==> config.mk <==
export PLATFORM = sky130hd
export DESIGN_NAME = serial_adder
export DESIGN_NICKNAME = d
export VERILOG_FILES = /design/src/rtl/serial_adder.sv
export SDC_FILE = /design/constraint.sdc
export NUM_CORES = 1
export LEC_CHECK = 0
export CORE_ASPECT_RATIO = 1.5
export CORE_MARGIN = 5
export CORE_UTILIZATION = 45
export DETAILED_ROUTE_END_ITERATION = 6
export HOLD_SLACK_MARGIN = 0.1
export PLACE_DENSITY = 0.7
export REMOVE_ABC_BUFFERS = 1
export SLEW_MARGIN = 30
export SYNTH_ARGS = -nofsm -noshare
export SYNTH_HDL_FRONTEND = slang
export SYNTH_SLANG_ARGS = --single-unit
==> constraint.sdc <==
create_clock -name sys_clk -period 3.58 [get_ports sys_clk]
set_input_delay 1.074 -clock sys_clk [delete_from_list [all_inputs] [get_ports sys_clk]]
set_output_delay 1.074 -clock sys_clk [all_outputs]
set_load 0.01 [all_outputs]
==> src/rtl/serial_adder.sv <==
// Bit-serial adder: a+b+cin, LSB first, one bit per clock through one full_adder.
// Define SERIAL_ADDER_OVF_EN to add the signed-overflow output ovf.

module full_adder (
   input  logic a,
   input  logic b,
   input  logic cin,
   output logic sum,
   output logic cout
);
   assign sum  = a ^ b ^ cin;
   assign cout = (a & b) | (cin & (a ^ b));
endmodule

module serial_adder #(
   parameter int WIDTH = 8
) (
   input  logic             sys_clk,
   input  logic             sys_rst,
   input  logic             in_valid,
   output logic             in_ready,
   input  logic [WIDTH-1:0] a,
   input  logic [WIDTH-1:0] b,
   input  logic             cin,
   output logic             out_valid,
   input  logic             out_ready,
   output logic [WIDTH-1:0] sum,
   output logic             cout,
   output logic             busy
`ifdef SERIAL_ADDER_OVF_EN
   ,
   output logic             ovf
`endif
);

   localparam int CW = (WIDTH > 2) ? $clog2(WIDTH) : 1;

   typedef enum logic [1:0] {
      IDLE,
      SHIFT,
      DONE
   } state_t;

   state_t state, state_n;

   logic [WIDTH-1:0] a_sr, b_sr;
   logic [WIDTH-2:0] sum_sr;
   logic [WIDTH-1:0] sum_nx;
   logic [CW-1:0]    cnt;
   logic             carry;
   logic             fa_s, fa_c;
   logic             last;

   full_adder fa (
      .a    (a_sr[0]),
      .b    (b_sr[0]),
      .cin  (carry),
      .sum  (fa_s),
      .cout (fa_c)
   );

   // Partial sum keeps only the top WIDTH-1 bits; the final bit completes it.
   assign sum_nx = {fa_s, sum_sr};
   assign last   = (cnt == CW'(WIDTH - 1));

   always_ff @(posedge sys_clk) begin
      if (sys_rst) state <= IDLE;
      else         state <= state_n;
   end

   always_comb begin
      state_n   = state;
      in_ready  = 1'b0;
      out_valid = 1'b0;
      busy      = 1'b0;
      unique case (state)
         IDLE: begin
            in_ready = 1'b1;
            if (in_valid) state_n = SHIFT;
         end
         SHIFT: begin
            busy = 1'b1;
            if (last) state_n = DONE;
         end
         DONE: begin
            out_valid = 1'b1;
            if (out_ready) state_n = IDLE;
         end
         default: state_n = IDLE;
      endcase
   end

   always_ff @(posedge sys_clk) begin
      if (sys_rst) begin
         a_sr   <= '0;
         b_sr   <= '0;
         sum_sr <= '0;
         cnt    <= '0;
         carry  <= 1'b0;
         sum    <= '0;
         cout   <= 1'b0;
`ifdef SERIAL_ADDER_OVF_EN
         ovf    <= 1'b0;
`endif
      end else begin
         unique case (state)
            IDLE: begin
               if (in_valid) begin
                  a_sr  <= a;
                  b_sr  <= b;
                  carry <= cin;
                  cnt   <= '0;
               end
            end
            SHIFT: begin
               a_sr   <= a_sr >> 1;
               b_sr   <= b_sr >> 1;
               sum_sr <= sum_nx[WIDTH-1:1];
               carry  <= fa_c;
               cnt    <= cnt + 1'b1;
               // Outputs only move on completion so they hold between results.
               if (last) begin
                  sum  <= sum_nx;
                  cout <= fa_c;
`ifdef SERIAL_ADDER_OVF_EN
                  ovf  <= carry ^ fa_c;
`endif
               end
            end
            default: ;
         endcase
      end
   end

endmodule
==> flow_summary.toml, run 1 <==
[yosys]
ys.warnings.count = 0
synth_top_area_cell = "dfxtp_1"
synth_edf_count = 0
ys_top_cells_by_count = "dfxtp_1 (38), a21oi_1 (30), nand2_1 (23)"
yosys-top-cells-area = "dfxtp_1 (50%), a21oi_1 (9.8%), o221a_1 (6.6%)"
synth_seq_area_share_pct = 49.7
synth_area_per_cell_sq_um = 9.05
ys.flop_type = "dfxtp_1"
synth_area_sq_um = 1530
syn_inst = 169
ys_ff_latch = 38
yosys.cell_count.top_type = "dfxtp_1"
yosysUniqueCellTypes = 25
synth-async-reset-ratio_pct = 0
netlist.area_leader.share_pct = 49.7

[floorplanning]
core_area_sq_um = 3350
fp.dieW_um = 57.6
initial_core_util_pct = 45.7
rows = 26
pin_count = 33
die_area_sq_um = 4690
die_h_um = 81.4

[worst_setup_path]
r2r_end = "cout"
crit_fanout = 8
required_ns = 2.51
crit_path_max_incr_delay_ns = 0.54
cpMaxStageDelayCell = "clkdlybuf4s50_1"
crit_path_start_kind = "flop"
path_cells = "nand2b_1 > inv_2 > clkdlybuf4s50_1"
r2r-start = "cnt[0]"
crit_start = "state[0]"
rrSetupSlack_ns = 1.96
crit_family = "buffers and inverters"
cp_num_buf_inv = 2
timing.critical_path.depth = 3
worstRegToRegCells = 5
critPathKind = "reg2out"
arrival_ns = 1.71
endpoint_kind = "output pin"
crit_end = "busy"

[global_route]
use_met2_pct = 23.8
grt.met1_usage_pct = 16.0
grt_max_degree = 34
globalRouteTotalUtil_pct = 13.7
grt_util_met3_pct = 3.62
grt_pass1_vias = 1199
grt_overflow = 0
top_usage_layer = "met2"
antenna_found_initial = 0
grt_first_pass_wirelength_mm = 5.13

[timing]
hold_violations = 0
fmax_ghz = 0.359
slew_viol_final = 0
worst_pin_slew_ns = 0.807
fin_ws_ns = 0.796
period_minus_slack_ns = 2.78
setup_viol_count_final = 0
slew_headroom_pct = 46.0
period_share_pct = 77.8
setup-tns-final_ns = 0
rsz0062_at_grt = "false"
skew_ns = 0.00406

[routing]
drtIter0Drc = 35
ant_nets = 0
vias = 1248
wl_mm = 3.07
drc_errors = 0
post_drt_wl_per_cell_um = 12.7
vias_per_cell = 5.16
dr.pass1.iters = 4

[finish]
fin_nets = 223
layout-drive-gt1-share_pct = 10.5
ff_latch_area_sq_um = 761
syn2layout_area_growth_pct = 27.7
fillers = 293
antenna_cells = 0
multi_input_area_sq_um = 639

[status]
outcome = "finished, final reports clean"

[clock_tree]
clk_latency_ns = 0.28
cts_tree = "yes"
cts_resized = 0
clk_pin_slew_ns = 0.07
clk_path_buf_depth = 2
cts_sinks = 38
cts_hold_repair.buffers = 0
cts_buffers = 5
h-tree-depth = 2
root_buffer = "clkbuf_8"
post-cts-setup-buffers = 0

[power]
power_uw = 851
switching_power_uw = 202
p_comb_share_pct = 11.4
p_seq_share_pct = 53.7
intPower_uw = 649
power_density_nw_per_um2 = 435
leakagePower_nw = 0.717
p_clk_share_pct = 34.9
ir_worst_vdd_mv = 0.390
netSwitchingFraction_pct = 23.7

[placed_design]
place_congestion = 0.710
dp_slack_ns = 0.672
numPortBuffers = 32
post-dp-hpwl_mm = 2.22

[flow_run]
drv_cap = 0

[min_path]
hold_path_class = "reg2reg"
## how the worst min path moves through the flow
stage               startpoint   endpoint  slack [ns]  cells after the start
floorplan            sum_sr[0]  sum_sr[0]        0.43                      2
global placement        sum[0]     sum[0]        0.44                      2
detailed placement      sum[2]     sum[2]        0.45                      2
CTS                     sum[2]     sum[2]        0.46                      2
global route            sum[2]     sum[2]        0.48                      2
finish                  sum[2]     sum[2]        0.46                      2
## power by group through the flow
stage	clock, mW	sequential (mW)	combinational, mW
4_1_cts	0.304	0.457	0.0982
2_1_floorplan	0	0.463	0.0513
3_5_place_dp	0	0.466	0.0978
6_report	0.297	0.457	0.0970
5_1_grt	0.323	0.459	0.109
3_3_place_gp	0	0.466	0.0943
## routing by layer
| metal | wire (um) | up-vias | part of all wire (%) |
|---|---|---|---|
| li1 | - | 641 | - |
| met1 | 1340 | 569 | 44 |
| met2 | 1500 | 34 | 49 |
| met3 | 177 | 4 | 5.8 |
| met4 | 49 | 0 | 1.6 |
| met5 | 0 | - | 0 |
## through the flow
| stage | hold WS (ns) | utilization [%] | area (sq um) | cells |
|---|---|---|---|---|
| 2_1_floorplan | 0.431 | - | 1460 | 157 |
| 3_3_place_gp | 0.443 | 55.4 | 1860 | 234 |
| 3_5_place_dp | 0.446 | 55.4 | 1860 | 234 |
| 4_1_cts | 0.456 | 58.3 | 1950 | 242 |
| 5_1_grt | 0.479 | 58.3 | 1950 | 242 |
| 6_report | 0.456 | 58.3 | 1950 | 242 |
## cell usage in the layout, fill, tap and decap left out, types with 3 or more instances in the layout
cell              n
dfxtp_1          38
clkdlybuf4s50_1  32
clkbuf_8          6
buf_4             3
mux2i_1           3
nand3_1           8
nor2_1            7
nand2_1          23
o221a_2           6
o221a_1           9
a21oi_1          30
inv_1            16
## registers in the layout (all words and copies together), names as in the netlist
register	count
a_sr	8
b_sr	8
carry	1
cnt	3
cout	1
state	2
sum	8
sum_sr	7
## cell type report
cell class / count / share of cell area (%)
Multi-Input combinational cell: 102 / 32.7
Clock buffer: 6 / 4.23
Inverter: 17 / 3.27
Timing Repair Buffer: 35 / 17.5
Clock inverter: 2 / 0.640
Tap cell: 42 / 2.69
Sequential cell: 38 / 38.9
## worst min-delay path, stage by stage (launching register included)
cell and delay, ns:
dfxtp_1 0.31, nand2_1 0.05, a21oi_1 0.05
## kinds of logic after synthesis
group / count (synthesis) / share of synthesized area (%)
DFF: 38 / 49.7
and+or+nand+nor: 45 / 12.7
adders and majority gates: 3 / 2.94
AOI/OAI and AO/OA: 51 / 24.0
muxes: 3 / 1.96
buffers and inverters: 29 / 8.67
(Power assumes the default switching activity.)
==> run 2, diff against run 1 <==
- CORE_UTILIZATION: 45 -> 44
- PLACE_DENSITY: 0.7 -> 0.72
- clock period: 3.58 -> 2.4 ns (I/O delays scaled with it)
==> run 2 against run 1 <==
Combinational power rose by 51%. First-iteration DRC count up 2.9%. Total power is 45% higher. Setup slack got worse by 0.64 ns. Cell area decreased by 0.58%. Sequential cell count did not move. Routed wire length is 0.55% lower. Die area up 1.9%. Largest cell class unchanged.
==> flow_summary.toml, run 2 (same netlist as run 1, synthesis figures left out) <==
[worst_setup_path]
required_ns = 1.68
worstRegToRegCells = 5
r2r_end = "cout"
endpoint_kind = "output pin"
crit_fanout = 7
rrSetupSlack_ns = 0.79
arrival_ns = 1.52
r2r-start = "cnt[0]"
crit_path_start_kind = "flop"
critPathKind = "reg2out"

[min_path]
hold_path_depth = 2
hold_path_class = "reg2reg"
hold_start = "sum[2]"
hold_end = "sum[2]"

[global_route]
grt.met1_usage_pct = 16.5
globalRouteTotalUtil_pct = 14.4
grt_overflow = 0
top_usage_layer = "met2"
grt_pass1_vias = 1262
grt_max_degree = 39
grt_util_met3_pct = 5.13
antenna_found_initial = 0
grt_first_pass_wirelength_mm = 5.34
use_met2_pct = 24.2

[clock_tree]
root_buffer = "clkbuf_8"
clk_path_buf_depth = 2
clk_latency_ns = 0.29
cts_tree = "yes"
h-tree-depth = 2
post-cts-setup-buffers = 0
cts_resized = 0
cts_buffers = 5
cts_sinks = 38
clk_pin_slew_ns = 0.07
cts_hold_repair.buffers = 0

[timing]
setup_viol_count_final = 0
skew_ns = 0.00184
fin_ws_ns = 0.156
setup-tns-final_ns = 0
period_share_pct = 93.5
hold_ws_ns = 0.453
slew_headroom_pct = 59.5
worst_pin_slew_ns = 0.606
fmax_ghz = 0.446
hold_violations = 0
period_minus_slack_ns = 2.24
slew_viol_final = 0
rsz0062_at_grt = "false"

[placed_design]
placed_area_sq_um = 1860
numPortBuffers = 32
place_congestion = 0.711
dp_slack_ns = 0.00144
post-dp-hpwl_mm = 2.16

[floorplanning]
pin_count = 33
die_h_um = 82.2
initial_core_util_pct = 45.2
fp.dieW_um = 58.2
core_area_sq_um = 3380
rows = 26
die_area_sq_um = 4780

[power]
leakagePower_nw = 0.713
p_comb_share_pct = 11.9
ir_worst_vdd_mv = 0.495
netSwitchingFraction_pct = 23.9
switching_power_uw = 294
power_mw = 1.23
p_seq_share_pct = 55.3
power_density_nw_per_um2 = 635
p_clk_share_pct = 32.9
intPower_uw = 939

[routing]
ant_nets = 0
vias = 1228
drtIter0Drc = 36
dr.pass1.iters = 4
drc_errors = 0
vias_per_cell = 5.07
post_drt_wl_per_cell_um = 12.6
wl_mm = 3.05

[finish]
layout-drive-gt1-share_pct = 9.50
layout_commonest_cell = "dfxtp_1"
syn2layout_area_growth_pct = 27.0
largestRegisters = "a_sr x8, b_sr x8, sum x8"
fin_nets = 224
fillers = 313
fin_area_sq_um = 1940
final_cell_mix = "dfxtp_1 (38), clkdlybuf4s50_1 (32), a21oi_1 (30)"
multi_input_area_sq_um = 639
antenna_cells = 0
ff_latch_area_sq_um = 761

[status]
outcome = "finished, final reports clean"

[flow_run]
drv_cap = 0
## run 2: changes by cell type in the layout (fill, tap and decap cells not counted)
cell,change
buf_4,+1
clkbuf_8,-1
clkinv_2,-1
clkinvlp_4,-1
clkbuf_1,+2
## run 2: worst max-delay path by stage
stage / start / to / slack, ns
5_1_grt: state[1] / out_valid / 0.04
6_report: state[0] / busy / 0.16
3_3_place_gp: in_valid / b_sr[2] / 0.05
4_1_cts: state[0] / busy / 0.14
3_5_place_dp: in_valid / b_sr[3] / 0.001
2_1_floorplan: state[0] / busy / 0.71
## run 2: layout make-up
cell class	instances	area share [%]
Clock buffer	7	3.93
Inverter	17	3.28
Multi-Input combinational cell	102	32.9
Sequential cell	38	39.2
Tap cell	42	2.70
Timing Repair Buffer	36	18.0
## run 2: metal layers
| metal | up-vias | wire length, um |
|---|---|---|
| met2 | 34 | 1490 |
| met1 | 549 | 1300 |
| li1 | 641 | - |
| met5 | - | 0 |
| met4 | 0 | 47 |
| met3 | 4 | 210 |
## run 2: through the flow
stage	instances	util, %
2_1_floorplan	157	-
3_3_place_gp	235	55.1
3_5_place_dp	235	55.1
4_1_cts	242	57.4
5_1_grt	242	57.4
6_report	242	57.4
## run 2: power by group through the flow
stage | Combinational (mW) | Sequential, mW | Clock [mW]
after CTS | 0.147 | 0.682 | 0.416
after global placement | 0.141 | 0.694 | 0
after detailed placement | 0.147 | 0.695 | 0
after floorplan | 0.0765 | 0.690 | 0
final | 0.146 | 0.682 | 0.405
after global routing | 0.165 | 0.685 | 0.441
## run 2: worst max-delay path, cell delays in order, from the launching register on
cell and delay [ns]:
dfxtp_1 0.48, nand2b_1 0.14, inv_2 0.08, clkdlybuf4s50_1 0.54
